`src/rtl/alu_sched_if.sv`:
```
// rtl/alu_sched_if.sv - request, alu issue/return and response signal bundle for alu_sched
interface alu_sched_if #(
    parameter int DATA_W = 8,
    parameter int INST_W = 3
);
    logic              i_req0_valid;
    logic              o_req0_ready;
    logic [DATA_W-1:0] i_req0_data_a;
    logic [DATA_W-1:0] i_req0_data_b;
    logic [INST_W-1:0] i_req0_inst;
    logic              i_req1_valid;
    logic              o_req1_ready;
    logic [DATA_W-1:0] i_req1_data_a;
    logic [DATA_W-1:0] i_req1_data_b;
    logic [INST_W-1:0] i_req1_inst;

    logic              o_alu_valid;
    logic [DATA_W-1:0] o_alu_data_a;
    logic [DATA_W-1:0] o_alu_data_b;
    logic [INST_W-1:0] o_alu_inst;
    logic              i_alu_valid;
    logic [DATA_W-1:0] i_alu_data;

    logic              o_rsp0_valid;
    logic [DATA_W-1:0] o_rsp0_data;
    logic              i_rsp0_ready;
    logic              o_rsp1_valid;
    logic [DATA_W-1:0] o_rsp1_data;
    logic              i_rsp1_ready;

    logic              o_err;

    modport slave (
        input  i_req0_valid, i_req0_data_a, i_req0_data_b, i_req0_inst,
        input  i_req1_valid, i_req1_data_a, i_req1_data_b, i_req1_inst,
        output o_req0_ready, o_req1_ready,
        output o_alu_valid, o_alu_data_a, o_alu_data_b, o_alu_inst,
        input  i_alu_valid, i_alu_data,
        output o_rsp0_valid, o_rsp0_data, o_rsp1_valid, o_rsp1_data,
        input  i_rsp0_ready, i_rsp1_ready,
        output o_err
    );

    modport master (
        output i_req0_valid, i_req0_data_a, i_req0_data_b, i_req0_inst,
        output i_req1_valid, i_req1_data_a, i_req1_data_b, i_req1_inst,
        input  o_req0_ready, o_req1_ready,
        input  o_alu_valid, o_alu_data_a, o_alu_data_b, o_alu_inst,
        output i_alu_valid, i_alu_data,
        input  o_rsp0_valid, o_rsp0_data, o_rsp1_valid, o_rsp1_data,
        output i_rsp0_ready, i_rsp1_ready,
        input  o_err
    );
endinterface

```
`src/rtl/alu_sched.sv`:
```
// rtl/alu_sched.sv - two-port round-robin scheduler feeding one alu, with credit-limited per-port response FIFOs
module alu_sched #(
    parameter int DATA_W    = 8,
    parameter int INST_W    = 3,
    parameter int RSP_DEPTH = 4
) (
    input  logic       i_clk,
    input  logic       i_rst,
    alu_sched_if.slave bus
);
    localparam int PTR_W = (RSP_DEPTH > 1) ? $clog2(RSP_DEPTH) : 1;
    localparam int CNT_W = $clog2(RSP_DEPTH + 1);
    localparam int SUM_W = CNT_W + 1;
    localparam logic [SUM_W-1:0] DEPTH_L = SUM_W'(RSP_DEPTH);

    logic [1:0]        req_v;
    logic [1:0]        rsp_rdy;
    logic [DATA_W-1:0] req_a    [2];
    logic [DATA_W-1:0] req_b    [2];
    logic [INST_W-1:0] req_inst [2];

    assign req_v       = {bus.i_req1_valid, bus.i_req0_valid};
    assign rsp_rdy     = {bus.i_rsp1_ready, bus.i_rsp0_ready};
    assign req_a[0]    = bus.i_req0_data_a;
    assign req_a[1]    = bus.i_req1_data_a;
    assign req_b[0]    = bus.i_req0_data_b;
    assign req_b[1]    = bus.i_req1_data_b;
    assign req_inst[0] = bus.i_req0_inst;
    assign req_inst[1] = bus.i_req1_inst;

    logic              rr_q, rr_d;
    logic              alu_v_q;
    logic [DATA_W-1:0] alu_a_q, alu_b_q;
    logic [INST_W-1:0] alu_inst_q;
    logic              tag1_q;
    logic              s2_v_q, tag2_q;
    logic              err_q;

    logic [DATA_W-1:0] mem_q    [2][RSP_DEPTH];
    logic [PTR_W-1:0]  wr_ptr_q [2];
    logic [PTR_W-1:0]  rd_ptr_q [2];
    logic [CNT_W-1:0]  occ_q    [2];

    logic [1:0]        elig, gnt, push, pop, nonempty;
    logic [SUM_W-1:0]  used [2];

    function automatic logic [PTR_W-1:0] ptr_inc(input logic [PTR_W-1:0] p);
        return (p == PTR_W'(RSP_DEPTH - 1)) ? '0 : p + 1'b1;
    endfunction

    // Credits: buffered results plus ops still in the alu pipe must fit the FIFO.
    always_comb begin
        for (int p = 0; p < 2; p++) begin
            used[p]     = {1'b0, occ_q[p]}
                        + SUM_W'(alu_v_q && (tag1_q == 1'(p)))
                        + SUM_W'(s2_v_q && (tag2_q == 1'(p)));
            elig[p]     = req_v[p] && (used[p] < DEPTH_L);
            nonempty[p] = (occ_q[p] != '0);
            push[p]     = bus.i_alu_valid && s2_v_q && (tag2_q == 1'(p));
            pop[p]      = nonempty[p] && rsp_rdy[p];
        end
    end

    always_comb begin
        gnt = 2'b00;
        if (!i_rst) begin
            gnt[0] = elig[0] && (!elig[1] || !rr_q);
            gnt[1] = elig[1] && (!elig[0] || rr_q);
        end
        rr_d = rr_q;
        if (gnt[0]) begin
            rr_d = 1'b1;
        end else if (gnt[1]) begin
            rr_d = 1'b0;
        end
    end

    assign bus.o_req0_ready = gnt[0];
    assign bus.o_req1_ready = gnt[1];
    assign bus.o_alu_valid  = alu_v_q;
    assign bus.o_alu_data_a = alu_a_q;
    assign bus.o_alu_data_b = alu_b_q;
    assign bus.o_alu_inst   = alu_inst_q;
    assign bus.o_rsp0_valid = nonempty[0] && !i_rst;
    assign bus.o_rsp1_valid = nonempty[1] && !i_rst;
    assign bus.o_rsp0_data  = mem_q[0][rd_ptr_q[0]];
    assign bus.o_rsp1_data  = mem_q[1][rd_ptr_q[1]];
    assign bus.o_err        = err_q;

    always_ff @(posedge i_clk) begin
        if (i_rst) begin
            rr_q       <= 1'b0;
            alu_v_q    <= 1'b0;
            alu_a_q    <= '0;
            alu_b_q    <= '0;
            alu_inst_q <= '0;
            tag1_q     <= 1'b0;
            s2_v_q     <= 1'b0;
            tag2_q     <= 1'b0;
            err_q      <= 1'b0;
            for (int p = 0; p < 2; p++) begin
                wr_ptr_q[p] <= '0;
                rd_ptr_q[p] <= '0;
                occ_q[p]    <= '0;
            end
        end else begin
            rr_q    <= rr_d;
            alu_v_q <= |gnt;
            tag1_q  <= gnt[1];
            if (|gnt) begin
                alu_a_q    <= req_a[gnt[1]];
                alu_b_q    <= req_b[gnt[1]];
                alu_inst_q <= req_inst[gnt[1]];
            end
            s2_v_q <= alu_v_q;
            tag2_q <= tag1_q;
            // A result with no matching issue, or an issue with no result, is unrecoverable.
            if (bus.i_alu_valid != s2_v_q) begin
                err_q <= 1'b1;
            end
            for (int p = 0; p < 2; p++) begin
                if (push[p]) begin
                    wr_ptr_q[p] <= ptr_inc(wr_ptr_q[p]);
                end
                if (pop[p]) begin
                    rd_ptr_q[p] <= ptr_inc(rd_ptr_q[p]);
                end
                case ({push[p], pop[p]})
                    2'b10:   occ_q[p] <= occ_q[p] + 1'b1;
                    2'b01:   occ_q[p] <= occ_q[p] - 1'b1;
                    default: occ_q[p] <= occ_q[p];
                endcase
            end
        end
    end

    always_ff @(posedge i_clk) begin
        for (int p = 0; p < 2; p++) begin
            if (push[p]) begin
                mem_q[p][wr_ptr_q[p]] <= bus.i_alu_data;
            end
        end
    end
endmodule

```
`src/flat_wrapper.sv`:
```
// flat-port wrapper written by rule: the top's interface ports become plain ports
module alu_sched_flat 
#(
    parameter int DATA_W    = 8,
    parameter int INST_W    = 3,
    parameter int RSP_DEPTH = 4
)
  (i_clk, i_rst, bus_i_req0_valid, bus_i_req0_data_a, bus_i_req0_data_b, bus_i_req0_inst, bus_i_req1_valid, bus_i_req1_data_a, bus_i_req1_data_b, bus_i_req1_inst, bus_o_req0_ready, bus_o_req1_ready, bus_o_alu_valid, bus_o_alu_data_a, bus_o_alu_data_b, bus_o_alu_inst, bus_i_alu_valid, bus_i_alu_data, bus_o_rsp0_valid, bus_o_rsp0_data, bus_o_rsp1_valid, bus_o_rsp1_data, bus_i_rsp0_ready, bus_i_rsp1_ready, bus_o_err);
  alu_sched_if #(.DATA_W(DATA_W), .INST_W(INST_W)) bus_i ();
  input  logic i_clk;
  input  logic i_rst;
  input wire logic [$bits(bus_i.i_req0_valid)-1:0] bus_i_req0_valid;
  input wire logic [$bits(bus_i.i_req0_data_a)-1:0] bus_i_req0_data_a;
  input wire logic [$bits(bus_i.i_req0_data_b)-1:0] bus_i_req0_data_b;
  input wire logic [$bits(bus_i.i_req0_inst)-1:0] bus_i_req0_inst;
  input wire logic [$bits(bus_i.i_req1_valid)-1:0] bus_i_req1_valid;
  input wire logic [$bits(bus_i.i_req1_data_a)-1:0] bus_i_req1_data_a;
  input wire logic [$bits(bus_i.i_req1_data_b)-1:0] bus_i_req1_data_b;
  input wire logic [$bits(bus_i.i_req1_inst)-1:0] bus_i_req1_inst;
  output wire logic [$bits(bus_i.o_req0_ready)-1:0] bus_o_req0_ready;
  output wire logic [$bits(bus_i.o_req1_ready)-1:0] bus_o_req1_ready;
  output wire logic [$bits(bus_i.o_alu_valid)-1:0] bus_o_alu_valid;
  output wire logic [$bits(bus_i.o_alu_data_a)-1:0] bus_o_alu_data_a;
  output wire logic [$bits(bus_i.o_alu_data_b)-1:0] bus_o_alu_data_b;
  output wire logic [$bits(bus_i.o_alu_inst)-1:0] bus_o_alu_inst;
  input wire logic [$bits(bus_i.i_alu_valid)-1:0] bus_i_alu_valid;
  input wire logic [$bits(bus_i.i_alu_data)-1:0] bus_i_alu_data;
  output wire logic [$bits(bus_i.o_rsp0_valid)-1:0] bus_o_rsp0_valid;
  output wire logic [$bits(bus_i.o_rsp0_data)-1:0] bus_o_rsp0_data;
  output wire logic [$bits(bus_i.o_rsp1_valid)-1:0] bus_o_rsp1_valid;
  output wire logic [$bits(bus_i.o_rsp1_data)-1:0] bus_o_rsp1_data;
  input wire logic [$bits(bus_i.i_rsp0_ready)-1:0] bus_i_rsp0_ready;
  input wire logic [$bits(bus_i.i_rsp1_ready)-1:0] bus_i_rsp1_ready;
  output wire logic [$bits(bus_i.o_err)-1:0] bus_o_err;
  assign bus_i.i_req0_valid = bus_i_req0_valid;
  assign bus_i.i_req0_data_a = bus_i_req0_data_a;
  assign bus_i.i_req0_data_b = bus_i_req0_data_b;
  assign bus_i.i_req0_inst = bus_i_req0_inst;
  assign bus_i.i_req1_valid = bus_i_req1_valid;
  assign bus_i.i_req1_data_a = bus_i_req1_data_a;
  assign bus_i.i_req1_data_b = bus_i_req1_data_b;
  assign bus_i.i_req1_inst = bus_i_req1_inst;
  assign bus_o_req0_ready = bus_i.o_req0_ready;
  assign bus_o_req1_ready = bus_i.o_req1_ready;
  assign bus_o_alu_valid = bus_i.o_alu_valid;
  assign bus_o_alu_data_a = bus_i.o_alu_data_a;
  assign bus_o_alu_data_b = bus_i.o_alu_data_b;
  assign bus_o_alu_inst = bus_i.o_alu_inst;
  assign bus_i.i_alu_valid = bus_i_alu_valid;
  assign bus_i.i_alu_data = bus_i_alu_data;
  assign bus_o_rsp0_valid = bus_i.o_rsp0_valid;
  assign bus_o_rsp0_data = bus_i.o_rsp0_data;
  assign bus_o_rsp1_valid = bus_i.o_rsp1_valid;
  assign bus_o_rsp1_data = bus_i.o_rsp1_data;
  assign bus_i.i_rsp0_ready = bus_i_rsp0_ready;
  assign bus_i.i_rsp1_ready = bus_i_rsp1_ready;
  assign bus_o_err = bus_i.o_err;
  alu_sched #(.DATA_W(DATA_W), .INST_W(INST_W), .RSP_DEPTH(RSP_DEPTH)) u_core (.i_clk(i_clk), .i_rst(i_rst), .bus(bus_i));
endmodule
```
`config.mk`:
```
export PLATFORM = sky130hd
export DESIGN_NAME = alu_sched_flat
export DESIGN_NICKNAME = d
export VERILOG_FILES = /design/src/rtl/alu_sched_if.sv /design/src/rtl/alu_sched.sv /design/src/flat_wrapper.sv
export SDC_FILE = /design/constraint.sdc
export NUM_CORES = 1
export LEC_CHECK = 0
export ABC_AREA = 1
export ABC_CLOCK_PERIOD_IN_PS = 2100
export BUFFER_PORTS_ARGS = -buffer_cell sky130_fd_sc_hd__buf_2
export CAP_MARGIN = 25
export CORE_ASPECT_RATIO = 1.1
export CORE_MARGIN = 8
export CORE_UTILIZATION = 40
export CTS_CLUSTER_DIAMETER = 120
export DETAILED_ROUTE_END_ITERATION = 7
export GPL_TIMING_DRIVEN = 0
export SETUP_SLACK_MARGIN = 0.1
export SKIP_LAST_GASP = 1
export SLEW_MARGIN = 5
export SYNTH_ARGS = -nofsm -noshare
export SYNTH_HDL_FRONTEND = slang
export SYNTH_SLANG_ARGS = --single-unit
```
`constraint.sdc`:
```
create_clock -name i_clk -period 2.1 [get_ports i_clk]
set_input_delay 0.105 -clock i_clk [delete_from_list [all_inputs] [get_ports i_clk]]
set_output_delay 0.105 -clock i_clk [all_outputs]
set_load 0.005 [all_outputs]
```
Word-level counts from Yosys, hierarchy flattened
Memory sizes are Yosys's and may differ from the RTL's.
Index checks and enable logic that the tools add are counted.
{"block": "totals", "reg_bits": 25, "latch_bits": 0, "ramBits": 78, "romBits": 0, "out_inout_bits": 41, "wordCells": 163, "memories": 4}
{"name": "u_core.mem_q", "words": 2, "width": 32, "rd": 2, "rd_clocked_by_memory_dff": 0, "write_ports": 1, "line": "alu_sched.sv:39", "source": "logic [DATA_W-1:0] mem_q [2][RSP_DEPTH];"}
{"name": "u_core.occ_q", "words": 2, "width": 3, "rd": 2, "rd_clocked_by_memory_dff": 0, "write_ports": 2, "line": "alu_sched.sv:42", "source": "logic [CNT_W-1:0] occ_q [2];"}
{"name": "u_core.rd_ptr_q", "words": 2, "width": 2, "rd": 2, "rd_clocked_by_memory_dff": 0, "write_ports": 2, "line": "alu_sched.sv:41", "source": "logic [PTR_W-1:0] rd_ptr_q [2];"}
{"name": "u_core.wr_ptr_q", "words": 2, "width": 2, "rd": 2, "rd_clocked_by_memory_dff": 0, "write_ports": 2, "line": "alu_sched.sv:40", "source": "logic [PTR_W-1:0] wr_ptr_q [2];"}
{"block": "op_classes", "n_addsub": 12, "multipliers": 0, "n_div": 0, "n_lt_le_gt_ge": 9, "n_eq_ne": 9, "n_shift": 0, "mux": 73, "bitwise": 17, "reduce_logical": 30}
{"cell": "2-to-1 mux 32 bit", "n": 4}
{"cell": "2-to-1 mux 8 bit", "n": 12}
{"cell": "2-to-1 mux 1 bit", "n": 35}
{"cell": "binary-select mux 8 bit (select 2 bit)", "n": 2}
{"cell": "demux 8 bit (select 2 bit)", "n": 2}
{"cell": "OR reduction 32 bit", "n": 1}
{"cell": "2-to-1 mux 3 bit", "n": 9}
{"cell": "2-to-1 mux 2 bit", "n": 9}
{"cell": "logical AND 1 bit", "n": 17}
{"cell": "equality test 2 bit (second input constant)", "n": 6}
{"cell": ">= comparator 3 bit (second input constant)", "n": 4}
{"cell": "inverter 2 -> 3 bit", "n": 4}
{"cell": "OR 1 bit", "n": 10}
{"cell": "adder 2 x 1 -> 2 bit (second input constant)", "n": 4}
{"cell": "adder 3 x 1 -> 4 bit", "n": 2}
{"cell": "adder 4 x 1 -> 4 bit", "n": 2}
{"cell": "less-than comparator 4 x 3 -> 1 bit (second input constant)", "n": 2}
{"cell": "adder 3 x 1 -> 3 bit (second input constant)", "n": 2}
{"cell": "less-than comparator 3 x 1 -> 1 bit (second input constant)", "n": 2}
{"cell": "nonzero test 3 bit", "n": 2}
{"cell": "OR reduction 2 bit", "n": 3}
{"cell": "subtractor 3 x 1 -> 3 bit (second input constant)", "n": 2}
{"cell": "equality test 2 x 1 -> 1 bit (second input constant)", "n": 2}
{"cell": "zero test 1 bit", "n": 4}
{"cell": "other kinds (6)", "n": 8}

Logic depth before layout (Yosys ltp)
Gate-level depths: netlist of the first run.
{"block": "depth", "depth_word": 14, "depth_mapped": 14, "depth_no_buf": 12}

Worst setup path before layout of the first run
No wires, ideal clock.
{"block": "synth_timing", "kind": "reg-to-reg", "from": "register u_core.s2_v_q", "to": "memory u_core.occ_q[0][2] (netlist bit), data pin", "arrival_time_ns": 1.777, "required_ns": 1.841, "setup_slack_ns": 0.063, "path_stages_with_launch": 11, "period_less_slack_ns": 2.037, "cell_sequence": "dfxtp_1 > ha_1 > inv_1 > nor2_1 > inv_1 > ha_1 > nand2_1 > fa_1 > xor2_1 > o21ai_0 > a21oi_1"}
{"item": "from (decl)", "line": "alu_sched.sv:36", "source": "logic s2_v_q, tag2_q;"}
{"item": "from (signal assigned)", "line": "alu_sched.sv:115", "source": "s2_v_q <= alu_v_q;"}
{"item": "to (decl)", "line": "alu_sched.sv:42"}

==> results of run 1 <==
sequential cells by signal, indices dropped and copies added, names as in the netlist, 3 cells and up:
| name | count |
|---|---|
| u_core.mem_q | 64 |
| u_core.occ_q | 6 |
| u_core.bus.o_alu_inst | 3 |
| u_core.bus.o_alu_data_a | 8 |
| u_core.rd_ptr_q | 4 |
| u_core.wr_ptr_q | 4 |
| u_core.bus.o_alu_data_b | 8 |
where the power goes:
group          total (mW)  switching, mW  leakage (nW)  internal (mW)
registers            2.41         0.0955         0.930           2.32
clock network        1.75          0.790         0.152          0.956
logic                1.12          0.656          1.46          0.468
stage by stage:
| step | setup TNS [ps] | setup slack [ps] | util | hold WS, ps | area [sq um] |
|---|---|---|---|---|---|
| 6_report | 0 | 156 | 0.503 | 55.2 | 6000 |
| 5_1_grt | 0 | 68.6 | 0.503 | 58.3 | 6000 |
| 4_1_cts | 0 | 71.2 | 0.491 | 53.9 | 5860 |
| 3_5_place_dp | -121 | -121 | 0.461 | 416 | 5500 |
| 3_3_place_gp | -80.6 | -80.6 | 0.461 | 402 | 5500 |
| 2_1_floorplan | 0 | 111 | - | 204 | 4840 |
how the worst max path moves through the flow:
stage | from | endpoint
5_1_grt | u_core.s2_v_q | u_core.occ_q[0][2]
2_1_floorplan | u_core.s2_v_q | u_core.occ_q[0][2]
6_report | u_core.s2_v_q | u_core.occ_q[0][2]
4_1_cts | u_core.s2_v_q | u_core.occ_q[0][2]
3_3_place_gp | u_core.s2_v_q | u_core.occ_q[0][2]
3_5_place_dp | u_core.s2_v_q | u_core.occ_q[0][2]
worst max-delay path: stages (launching register included):
cell	delay, ps
dfxtp_4	370
ha_4	170
inv_1	60
nor2_2	40
inv_2	80
ha_4	160
nand2_4	60
fa_2	420
xor2_2	160
o21ai_1	130
a21oi_1	60
layout by cell type, fill, tap and decap left out, types with 2 or more instances in the layout:
cell | Yosys | routed
nand3_1 | 17 | 16
a21oi_1 | 14 | 14
nor2_2 | 1 | 6
inv_1 | 65 | 60
clkbuf_1 | 8 | 2
a31oi_1 | 4 | 3
ha_4 | 0 | 3
nor2_1 | 98 | 93
buf_6 | 7 | 7
nand2_1 | 36 | 34
clkbuf_4 | 0 | 2
nand3_2 | 11 | 12
o22ai_1 | 16 | 16
a21oi_2 | 10 | 10
nand2_2 | 3 | 4
nor2_4 | 2 | 2
clkbuf_2 | 0 | 4
buf_2 | 6 | 99
ha_1 | 20 | 17
o21ai_2 | 0 | 2
o21ai_1 | 9 | 10
o21ai_0 | 48 | 45
buf_4 | 1 | 11
edfxtp_1 | 78 | 78
inv_2 | 0 | 5
dfxtp_1 | 25 | 24
inv_8 | 0 | 3
clkbuf_16 | 0 | 9
logic make-up (layout without fill, tap and decap cells):
family / after synthesis / count (layout) / share of synthesized area
XOR/XNOR: 3 / 3 / 0.00543
AO/OA/AOI/OAI: 101 / 101 / 0.117
flip-flops: 103 / 103 / 0.587
buffers and inverters: 87 / 206 / 0.0806
AND/OR/NAND/NOR: 168 / 168 / 0.154
adder cells (fa/ha/maj): 21 / 21 / 0.0558
area by class of cell:
class / instances / area [sq um]
Timing Repair Buffer: 103 / 541
Multi-Input combinational cell: 293 / 1700
Inverter: 65 / 244
Tap cell: 154 / 193
Clock buffer: 9 / 225
Buffer: 22 / 159
Clock inverter: 7 / 88.8
Fill cell: 1130 / 5930
Sequential cell: 103 / 2850
repair_timing:
action,CTS,global route
hold buffers,0,0
hold endpoints to repair,0,0
setup buffers,1,9
endpoints found under the setup margin,43,43
pin swaps,1,8
gates resized for setup,14,24
layer usage:
metal | track usage | up-vias | wire length, um | share of wire
met5 | 0 | - | 0 | 0
met4 | 0.0438 | 0 | 68 | 0.0059
met3 | 0.0480 | 4 | 736 | 0.064
met2 | 0.248 | 100 | 5690 | 0.49
met1 | 0.172 | 1681 | 5000 | 0.44
li1 | - | 1845 | - | -
==> impl_metrics.csv, run 1 <==
group,metric,value,unit
status,outcome,"complete, no violations",
worst_setup_path,cp_max_fo,3,
synthesis,syn_area_per_cell,10.0,sq um
synthesis,synthArstFlopShare,0,
synthesis,yosys_warnings,0,
grt,track_usage,0.147,
synthesis,netlist_area,0.00484,sq mm
run,drv_cap,0,
worst_setup_path,ff2ff_path_depth,10,
routing,routedWlPerCell,15.2,um
floorplanning,design.die.area,0.0159,sq mm
grt,grt_pass1_wl,18.7,mm
sta,period_share,0.925,
routing,drtPass1Iterations,4,
power,irDropWorstVdd,0.370,mV
power,total_power,5.28,mW
sta,finalHoldViolCount,0,
synthesis,synth_area_leaders,"edfxtp_1, dfxtp_1, nor2_1, ha_1, inv_1",
place,numPortBuffers,93,
grt,grt_pass1_vias,3818,
synthesis,ys_seq_area_frac,0.587,
clocking,cts_max_path_buffers,2,
floorplanning,rows,42,
clocking,htreeDepth,3,
sta,slew_headroom,0.469,
place,dp_hpwl,8.23,mm
min_path,hold_path.class,"in2reg",
clocking,clockRootBuffer,"clkbuf_16",
worst_setup_path,crit_arrival,2040,ps
synthesis,synth_top_cell_by_area,"edfxtp_1",
clocking,clk_pin_slew,80,ps
worst_setup_path,timing.rr.end,"u_core.occ_q[0][2]",
grt,grt_max_degree,20,
min_path,worstHoldStart,"bus_i_alu_data[1]",
place,place_inst,730,
floorplanning,ios,94,
floorplanning,die_x,121,um
sta,tightest_slew,793,ps
synthesis,synth_top_area_share,0.484,
sta,rsz0062_at_grt,"true",
cells_and_area,syn2layout_area_growth,23.8,%
worst_setup_path,r2r_slack,160,ps
sta,finalSetupViolations,0,
synthesis,synth_ff_type,"edfxtp_1",
worst_setup_path,reg2reg_from,"u_core.s2_v_q",
clocking,cts_num_sinks,103,
routing,viasPerCell,4.80,
floorplanning,coreArea,0.0119,sq mm
power,leakage,2.54,nW
worst_setup_path,endpoint_kind,"flop",
cells_and_area,diodes,0,
synthesis,synth-edff-count,78,
clocking,cts_tree,"done",
min_path,whs_endpoint,"u_core.mem_q[0][17]",
routing,drt.antenna.violating_nets,0,
grt,antenna_found_initial,0,
routing,first_iter_violations,228,
routing,totalWireLength,11.5,mm
worst_setup_path,worst-endpoint-required,2200,ps
floorplanning,start_util,0.406,
clocking,cts_buffers,9,
synthesis,synth_cell_type_count,24,
floorplanning,die_y,131,um
worst_setup_path,critPathLaunchType,"flop",
place,gp_congestion,0.753,
sta,fmax,0.515,GHz
sta,fin_skew,8.29,ps
synthesis,synth_seq_cells,103,
synthesis,synthCells,483,
cells_and_area,drive_gt1_frac,0.312,
cells_and_area,instances_no_fill,756,
cells_and_area,final_nets,671,
synthesis,synth_nets,557,
grt,grt.overflow.total,0,
worst_setup_path,critPathKind,"reg2reg",
min_path,holdPathStages,1,
synthesis,synth_most_common_cell,"nor2_1",
synthesis,synth_commonest_cells,"nor2_1, edfxtp_1, inv_1, o21ai_0, nand2_1",
sta,post-route-min-period,1940,ps
routing,drc,0,
sta,maxSlewViolCount,0,
power,powerDensity,881,mW/mm^2
clocking,worstSkewPairLatency,340,ps
routing,vias,3630,
Note: power is estimated with default switching activity, not from simulation.
==> inputs of run 2 (changes only) <==
HOLD_SLACK_MARGIN = 0.08   (was unset)
MAX_ROUTING_LAYER = met4   (was unset)
SETUP_SLACK_MARGIN = 0.5   (was 0.1)
==> impl_metrics.csv, run 2 (synthesis gave the netlist of run 1 again) <==
group,metric,value,unit
cells_and_area,fillers,993,
floorplanning,design.die.area,0.0159,sq mm
cells_and_area,final_util,0.577,
sta,period_share,0.898,
worst_setup_path,crit_arrival,1970,ps
clocking,cts_buffers,9,
power,p_sw_frac,0.295,
worst_setup_path,worstSetupStartpoint,"u_core.occ_q[1][0]",
sta,timing.hold.ws,80.6,ps
grt,track_usage,0.156,
power,seqPwrFrac,0.422,
place,numPortBuffers,93,
worst_setup_path,critPathLaunchType,"flop",
floorplanning,coreArea,0.0119,sq mm
cells_and_area,layout_common_cells,"buf_2, edfxtp_1, nor2_1, inv_1, buf_4",
cells_and_area,drive_gt1_frac,0.431,
place,place_area,0.00555,sq mm
place,gp_congestion,0.769,
floorplanning,ios,94,
clocking,cts_max_path_buffers,2,
floorplanning,die_x,121,um
floorplanning,rows,42,
sta,setup_tns,0,ps
worst_setup_path,ff2ff_path_depth,10,
min_path,whs_endpoint,"u_core.mem_q[0][5]",
sta,tightest_slew,848,ps
routing,vias,3854,
power,power_frac_clock,0.296,
sta,fin_skew,7.76,ps
sta,post-route-min-period,1890,ps
clocking,cts_tree,"done",
min_path,hold_path.class,"in2reg",
cells_and_area,layout_commonest_cell,"buf_2",
routing,drc,0,
worst_setup_path,r2r_slack,210,ps
cells_and_area,final_nets,710,
routing,drtPass1Iterations,4,
floorplanning,start_util,0.406,
cells_and_area,syn2layout_area_growth,42.1,%
clocking,clockRootBuffer,"clkbuf_16",
routing,drt.antenna.violating_nets,0,
cells_and_area,final_cell_area,0.00688,sq mm
grt,grt_pass1_vias,4019,
min_path,holdPathStages,1,
place,post-place-ws,166,ps
worst_setup_path,worst-endpoint-required,2180,ps
worst_setup_path,critPathKind,"reg2reg",
grt,grt_max_degree,19,
routing,first_iter_violations,212,
clocking,cts_num_sinks,103,
min_path,worstHoldStart,"bus_i_alu_data[5]",
worst_setup_path,cp_max_fo,4,
worst_setup_path,timing.rr.end,"u_core.occ_q[1][2]",
place,dp_hpwl,8.06,mm
power,irDropWorstVdd,0.525,mV
sta,finalHoldViolCount,0,
clocking,worstSkewPairLatency,340,ps
cells_and_area,diodes,0,
power,combPwrFrac,0.282,
status,outcome,"complete, no violations",
clocking,htreeDepth,3,
grt,grt.overflow.total,0,
worst_setup_path,reg2reg_from,"u_core.occ_q[1][0]",
routing,totalWireLength,12.4,mm
clocking,clk_pin_slew,70,ps
power,p_int,4.03,mW
sta,maxSlewViolCount,0,
grt,grt_pass1_wl,19.5,mm
sta,rsz0062_at_grt,"true",
power,switching_power,1.69,mW
cells_and_area,instances_no_fill,795,
sta,slew_headroom,0.433,
sta,finalSetupViolations,0,
power,leakage,2.88,nW
worst_setup_path,endpoint_kind,"flop",
place,place_inst,730,
sta,fin_ws,214,ps
power,total_power,5.72,mW
run,drv_cap,0,
routing,routedWlPerCell,15.6,um
grt,antenna_found_initial,0,
routing,viasPerCell,4.85,
cells_and_area,largest_reg_flops,64,
sta,fmax,0.530,GHz
power,powerDensity,832,mW/mm^2
floorplanning,die_y,131,um
[run 2: cell types whose count changed in the layout (fill, tap and decap cells not counted), moves of 9 or more]
| cell | previous run | this run |
|---|---|---|
| nand3_1 | 16 | 7 |
| nor2_4 | 2 | 11 |
| nand2_1 | 34 | 25 |
| nor2_1 | 93 | 77 |
| buf_4 | 11 | 29 |
| o21ai_1 | 10 | 26 |
| o21ai_0 | 45 | 19 |
[run 2: worst max-delay path by stage]
| stage | endpoint |
|---|---|
| after global placement | u_core.occ_q[0][2] |
| final | u_core.occ_q[1][2] |
| after global routing | u_core.occ_q[1][2] |
| after CTS | u_core.occ_q[0][2] |
| after floorplan | u_core.occ_q[0][2] |
| after detailed placement | u_core.occ_q[0][2] |
[run 2: layout make-up]
cell class | instances | area (sq um) | share of cell area
sequential | 103 | 2850 | 0.414
multi-input combinational | 293 | 2030 | 0.295
timing repair buffer | 142 | 958 | 0.139
buffer | 22 | 282 | 0.0409
inverter | 65 | 267 | 0.0387
clock buffer | 9 | 225 | 0.0327
tap | 154 | 193 | 0.0280
clock inverter | 7 | 76.3 | 0.0111
[run 2: timing repair]
action / CTS / global route
pin swaps: 22 / 40
gates cloned: 4 / 3
hold endpoints to repair: 50 / 0
setup endpoints to repair: 114 / 114
hold buffers: 8 / 0
gates resized for setup: 72 / 102
buffers inserted: 27 / 7
[run 2: power groups by stage]
stage	combinational [mW]	clock, mW	sequential (mW)
6_report	1.61	1.69	2.42
3_5_place_dp	1.06	0	2.46
5_1_grt	1.77	1.80	2.43
2_1_floorplan	0.668	0	2.44
4_1_cts	1.38	1.73	2.41
3_3_place_gp	1.05	0	2.46
[run 2: worst max-delay path, cell delays in order, from the launching register on]
cell      delay, ps
edfxtp_1        450
buf_4           170
inv_2            50
ha_2            170
nand2_1          60
nand2_2          90
inv_1            70
ha_4            290
o21ai_4          70
nand3_1         110
o21ai_0          90
[run 2: per-layer routing]
metal,GRT usage,share of wire,vias up
met3,0.0321,0.053,13
met1,0.188,0.43,1795
met4,0.0591,0.013,0
met5,-,0,-
met2,0.251,0.50,113
li1,-,-,1933
